$ cat src/rtl/as_gpio_tx_pkg.sv
// Shared types and default sizes for the GPIO transmit path.
// The request struct and FSM state type are visible to any block driving or observing the GPIO pins.
package as_gpio_tx_pkg;

    localparam int nr_gpios        = 8;
    localparam int gpio_addr_width = 8;
    localparam int gpio_fifo_depth = 4;

    typedef struct packed {
        logic [gpio_addr_width-1:0] addr;
        logic [nr_gpios-1:0]        data;
    } gpio_req_t;

    typedef enum logic [1:0] {
        GT_IDLE,
        GT_SEND,
        GT_GAP
    } gpio_tx_state_t;

    // Width of a down-counter that must hold the value 'gap' (at least one bit).
    function automatic int gap_cnt_w(input int gap);
        return (gap < 1) ? 1 : $clog2(gap + 1);
    endfunction

endpackage

$ cat src/rtl/as_gpio_tx_fifo.sv
// Generic synchronous FIFO: power-of-two depth, registered count, full/empty from count.
// A push while full and a pop while empty are ignored; data storage is not reset.
module as_gpio_tx_fifo #(
    parameter int W     = 16,
    parameter int DEPTH = 4
) (
    input  logic                       clk,
    input  logic                       rst_n,
    input  logic                       push,
    input  logic                       pop,
    input  logic [W-1:0]               wdata,
    output logic [W-1:0]               rdata,
    output logic                       full,
    output logic                       empty,
    output logic [$clog2(DEPTH):0]     count
);

    localparam int AW = $clog2(DEPTH);
    localparam int CW = AW + 1;

    logic [W-1:0]  mem [DEPTH];
    logic [AW-1:0] wptr;
    logic [AW-1:0] rptr;
    logic          do_push;
    logic          do_pop;

    // Full is judged on the registered count, so a pop in the same cycle does not free a slot.
    assign full    = (count == CW'(DEPTH));
    assign empty   = (count == '0);
    assign do_push = push && !full;
    assign do_pop  = pop && !empty;
    assign rdata   = mem[rptr];

    always_ff @(posedge clk) begin
        if (do_push) begin
            mem[wptr] <= wdata;
        end
    end

    always_ff @(posedge clk or negedge rst_n) begin
        if (!rst_n) begin
            wptr  <= '0;
            rptr  <= '0;
            count <= '0;
        end else begin
            if (do_push) begin
                wptr <= wptr + 1'b1;
            end
            if (do_pop) begin
                rptr <= rptr + 1'b1;
            end
            case ({do_push, do_pop})
                2'b10:   count <= count + 1'b1;
                2'b01:   count <= count - 1'b1;
                default: count <= count;
            endcase
        end
    end

endmodule

$ cat src/rtl/as_gpio_tx.sv
// GPIO transmit side: queues CPU stores to the GPIO window and replays each one
// as a single-cycle cs_o strobe with gpioAddr_o/gpio_o held until the next transfer.
module as_gpio_tx
    import as_gpio_tx_pkg::*;
#(
    parameter int DATA_W     = nr_gpios,
    parameter int ADDR_W     = gpio_addr_width,
    parameter int DEPTH      = gpio_fifo_depth,
    parameter int GAP_CYCLES = 0
) (
    input  logic              clk_i,
    input  logic              rst_i,
    input  logic              we_i,
    input  logic [ADDR_W-1:0] addr_i,
    input  logic [DATA_W-1:0] wdata_i,
    output logic              stall_o,
    output logic              ovf_o,
    input  logic              clr_ovf_i,
    output logic              cs_o,
    output logic [ADDR_W-1:0] gpioAddr_o,
    output logic [DATA_W-1:0] gpio_o,
    output logic              busy_o,
    output gpio_tx_state_t    dbg_state
);

    localparam int CW = $clog2(DEPTH) + 1;
    localparam int GW = gap_cnt_w(GAP_CYCLES);

    typedef struct packed {
        logic [ADDR_W-1:0] addr;
        logic [DATA_W-1:0] data;
    } req_t;

    req_t           push_req;
    req_t           head;
    logic           full;
    logic           empty;
    logic [CW-1:0]  count;
    logic           pop;
    gpio_tx_state_t state;
    gpio_tx_state_t state_nxt;
    logic [GW-1:0]  gap_cnt;

    assign push_req = '{addr: addr_i, data: wdata_i};

    as_gpio_tx_fifo #(
        .W     (ADDR_W + DATA_W),
        .DEPTH (DEPTH)
    ) u_fifo (
        .clk   (clk_i),
        .rst_n (rst_i),
        .push  (we_i),
        .pop   (pop),
        .wdata (push_req),
        .rdata (head),
        .full  (full),
        .empty (empty),
        .count (count)
    );

    always_ff @(posedge clk_i or negedge rst_i) begin
        if (!rst_i) begin
            state <= GT_IDLE;
        end else begin
            state <= state_nxt;
        end
    end

    // The last gap cycle pops directly when work is waiting, so strobes sit exactly
    // GAP_CYCLES idle cycles apart instead of spending an extra cycle in IDLE.
    always_comb begin
        state_nxt = state;
        pop       = 1'b0;
        case (state)
            GT_IDLE: begin
                if (!empty) begin
                    pop       = 1'b1;
                    state_nxt = GT_SEND;
                end
            end
            GT_SEND: begin
                if (GAP_CYCLES > 0) begin
                    state_nxt = GT_GAP;
                end else if (!empty) begin
                    pop = 1'b1;
                end else begin
                    state_nxt = GT_IDLE;
                end
            end
            GT_GAP: begin
                if (gap_cnt == GW'(1)) begin
                    if (!empty) begin
                        pop       = 1'b1;
                        state_nxt = GT_SEND;
                    end else begin
                        state_nxt = GT_IDLE;
                    end
                end
            end
            default: state_nxt = GT_IDLE;
        endcase
    end

    always_comb begin
        cs_o      = (state == GT_SEND);
        busy_o    = (count != '0) || (state != GT_IDLE);
        dbg_state = state;
    end

    assign stall_o = full;

    always_ff @(posedge clk_i or negedge rst_i) begin
        if (!rst_i) begin
            gap_cnt <= '0;
        end else if (state == GT_SEND) begin
            gap_cnt <= GW'(GAP_CYCLES);
        end else if (state == GT_GAP) begin
            gap_cnt <= gap_cnt - 1'b1;
        end
    end

    always_ff @(posedge clk_i or negedge rst_i) begin
        if (!rst_i) begin
            gpioAddr_o <= '0;
            gpio_o     <= '0;
        end else if (pop) begin
            gpioAddr_o <= head.addr;
            gpio_o     <= head.data;
        end
    end

    // A new overflow wins over a clear arriving in the same cycle.
    always_ff @(posedge clk_i or negedge rst_i) begin
        if (!rst_i) begin
            ovf_o <= 1'b0;
        end else if (we_i && full) begin
            ovf_o <= 1'b1;
        end else if (clr_ovf_i) begin
            ovf_o <= 1'b0;
        end
    end

endmodule

$ cat config.mk
export PLATFORM = sky130hd
export DESIGN_NAME = as_gpio_tx
export DESIGN_NICKNAME = d
export VERILOG_FILES = /design/src/rtl/as_gpio_tx_pkg.sv /design/src/rtl/as_gpio_tx_fifo.sv /design/src/rtl/as_gpio_tx.sv
export SDC_FILE = /design/constraint.sdc
export NUM_CORES = 1
export LEC_CHECK = 0
export BUFFER_PORTS_ARGS = -buffer_cell sky130_fd_sc_hd__buf_4
export CELL_PAD_IN_SITES_DETAIL_PLACEMENT = 1
export CELL_PAD_IN_SITES_GLOBAL_PLACEMENT = 1
export CORE_MARGIN = 4
export CORE_UTILIZATION = 44
export CTS_CLUSTER_DIAMETER = 200
export DETAILED_ROUTE_END_ITERATION = 8
export PLACE_DENSITY = 0.79
export SYNTH_ARGS = -nofsm -noshare
export SYNTH_HDL_FRONTEND = slang
export SYNTH_SLANG_ARGS = --single-unit
$ cat constraint.sdc
create_clock -name clk_i -period 1.7 [get_ports clk_i]
set_input_delay 0.255 -clock clk_i [delete_from_list [all_inputs] [get_ports clk_i]]
set_output_delay 0.255 -clock clk_i [all_outputs]
set_load 0.02 [all_outputs]
==> metrics.yaml <==
grt_pass1_vias: 2046
timing.hold.ws_ns: 0.1032
fmax_mhz: 571.8
area_growth_pct: 26.44
grt_pass1_wl_um: 11300
syn_area_per_cell_um2: 20.31
cp_max_fo: 4
rows: 32
ir_worst_vdd_uv: 875.3
drv_cap: 0
power.switching_mw: 2.525
vias: 1777
die_w_um: 96.85
setup_slack_ns: -0.04873
crit_family: "adder cells"
ys_seq_area_share_pct: 73.34
max_stage_delay_ns: 0.59
cp-start-kind: "flip-flop"
final.period_utilization_pct: 102.9
cts_tree: "yes"
power_density_nw_per_um2: 1831
worstHoldPathCells: 1
start_util_pct: 45.18
ff2ff_setup_slack_ns: -0.05
synth-edff-count: 64
cts_buffers: 9
synth_top_family_by_area: "multiplexers"
cts_sinks: 89
muxShareOfSynthArea_pct: 16.53
drive_above_1_share_pct: 50.81
hp-class: "input pin to flip-flop"
p_leak_nw: 1.683
fin_tns_setup_ns: -0.06624
violations: "setup timing"
hp-start: "wdata_i[7]"
portBuffers: 40
syn_nets: 197
synth-simple-area-share_pct: 1.981
async_flop_share_pct: 28.09
dp_slack_ns: 0.02826
netlist_instances: 171
avgViaCountPerCell: 5.077
overflow: 0
synth.ff_latch_count: 89
min_period_ns: 1.749
yosysWarnings: 0
seqPwrFrac_pct: 40.8
cp_slowest_cell: "fa_2"
insertion_delay_ns: 0.35
synth-compound-area-share_pct: 1.837
track_usage_pct: 16.01
yosysUniqueCellTypes: 28
finalMaxSlewViolations: 0
avgRoutedWirePerCell_um: 20.12
cp.arrival_ns: 2.00
r2r-end: "u_fifo.count[1]"
postPlaceCellArea_um2: 3989
cts_root_buffer: "clkbuf_8"
clkPwrFrac_pct: 19.2
worst-setup-path-type: "flip-flop to flip-flop"
detail-route-antenna-nets: 0
dieArea_um2: 9379
gp_congestion: 0.6962
die_h_um: 96.85
antenna-diode-count: 0
cp-end-kind: "flip-flop"
drt_pass1_iterations: 4
drc: 0
grt_max_degree: 26
cts.clk_slew.worst_paths_ns: 0.09
worstReg2RegStart: "u_fifo.count[0]"
clockBufferDepth: 2
antenna_found_initial: 0
htree_levels: 3
fin_cells: 350
ios: 42
syn_area_um2: 3473
rsz0062_at_grt: "yes"
rr_worst_depth: 6
status: "finished, violations left"
crit_buf_inv: 1
finish.instance_area_um2: 4392
whs_endpoint: "u_fifo.mem[3][7]"
dp_hpwl_um: 4640
combinationalPowerShare_pct: 40.0
routed_wirelength_um: 7043
cp.required_ns: 1.95
swShare_pct: 31.40
internal-power_mw: 5.516
fin_nets: 269
clock_skew_ns: 0.01525
hold_viol: 0
core_area_um2: 7687
dpl.cell_count: 322
synthAdderAreaFrac_pct: 2.378
synth_xor_xnor_area_share_pct: 1.009
setup_viol: 3
yosys_most_used_dff: "edfxtp_1"
dr.first_iter.drc_count: 80
path_cells: "buf_6 > o21ai_4 > nand2b_4 > fa_2 > a21oi_2 > o22a_1"
## layout make-up
| type | instances | area (um^2) |
|---|---|---|
| Clock buffer | 9 | 123.9 |
| Clock inverter | 7 | 92.59 |
| Fill cell | 724 | 3296 |
| Inverter | 7 | 26.28 |
| Multi-Input combinational cell | 66 | 898.4 |
| Sequential cell | 89 | 2551 |
| Tap cell | 102 | 127.6 |
| Timing Repair Buffer | 70 | 571.8 |
## flip-flops by register name, indices dropped and copies added, names as in the netlist
| register | cells |
|---|---|
| u_fifo.mem | 64 |
| gpioAddr_o | 8 |
| gpio_o | 8 |
| u_fifo.count | 3 |
| u_fifo.rptr | 2 |
| u_fifo.wptr | 2 |
| dbg_state | 1 |
| ovf_o | 1 |
## repair_timing
item	4_1_cts	5_1_grt
gates resized for setup	8	14
hold buffers	1	0
endpoints found under the hold margin	25	0
endpoints found under the setup margin	7	4
buffers inserted	6	4
pin swaps	2	4
cloned	1	0
## logic make-up after synthesis
kind of cell | count (synthesis)
flip-flops | 89
AND/OR/NAND/NOR | 12
other | 1
buffers and inverters | 16
XOR/XNOR | 4
adder cells (fa/ha/maj) | 6
AO/OA/AOI/OAI | 10
multiplexers | 33
## metrics by stage
step	power [mW]	util, %
finish	8.041	57.13
global route	8.526	57.13
CTS	7.958	56.14
detailed placement	6.162	51.89
global placement	5.992	51.89
floorplan	5.090	-
## power groups by stage
stage	Clock, mW	Sequential [mW]	Combinational (mW)
finish	1.55	3.28	3.22
global route	1.69	3.35	3.49
CTS	1.59	3.30	3.07
detailed placement	0	3.34	2.82
global placement	0	3.30	2.69
floorplan	0	3.51	1.58
## placed cells by master (no fill, tap or decap), types with 2 or more instances in the layout
cell,synthesis,final
inv_1,7,6
clkinvlp_4,0,2
and2_1,5,4
dfrtp_2,0,3
xnor2_1,3,3
buf_4,2,64
a21oi_1,3,2
buf_6,1,3
ha_1,5,4
mux2_2,17,17
mux4_1,6,6
mux4_2,10,10
bufinv_16,0,2
clkbuf_8,0,9
edfxtp_1,64,64
dfrtp_1,25,22
## synth_stat cells (2+ instances only)
cell      number  area (um^2)
mux2_2        17        191.4
inv_1          7        26.28
o21ai_0        2        10.01
mux4_1         6        157.7
ha_1           5        62.56
nor2_1         3        11.26
edfxtp_1      64         1922
and2_1         5        31.28
mux4_2        10        225.2
dfrtp_1       25        625.6
buf_2          5        25.02
a21oi_1        3        15.01
buf_4          2        15.01
xnor2_1        3        26.28
## worst max path at each step
stage | end | start | cells past startpoint
after global placement | u_fifo.count[1] | u_fifo.count[1] | 5
after detailed placement | u_fifo.mem[3][15] | u_fifo.count[0] | 4
after CTS | u_fifo.count[2] | u_fifo.count[1] | 7
after global routing | u_fifo.count[1] | u_fifo.count[1] | 6
after floorplan | u_fifo.mem[0][0] | u_fifo.count[0] | 3
final | u_fifo.count[1] | u_fifo.count[0] | 6
## layer usage
| layer | GRT usage (%) | vias up | wire length, um |
|---|---|---|---|
| li1 | - | 804 | - |
| met1 | 18.07 | 931 | 2744 |
| met2 | 29.51 | 33 | 3980 |
| met3 | 3.821 | 9 | 209 |
| met4 | 5.400 | 0 | 108 |
| met5 | 0 | - | 0 |
Power figures use the tool's default switching activity.
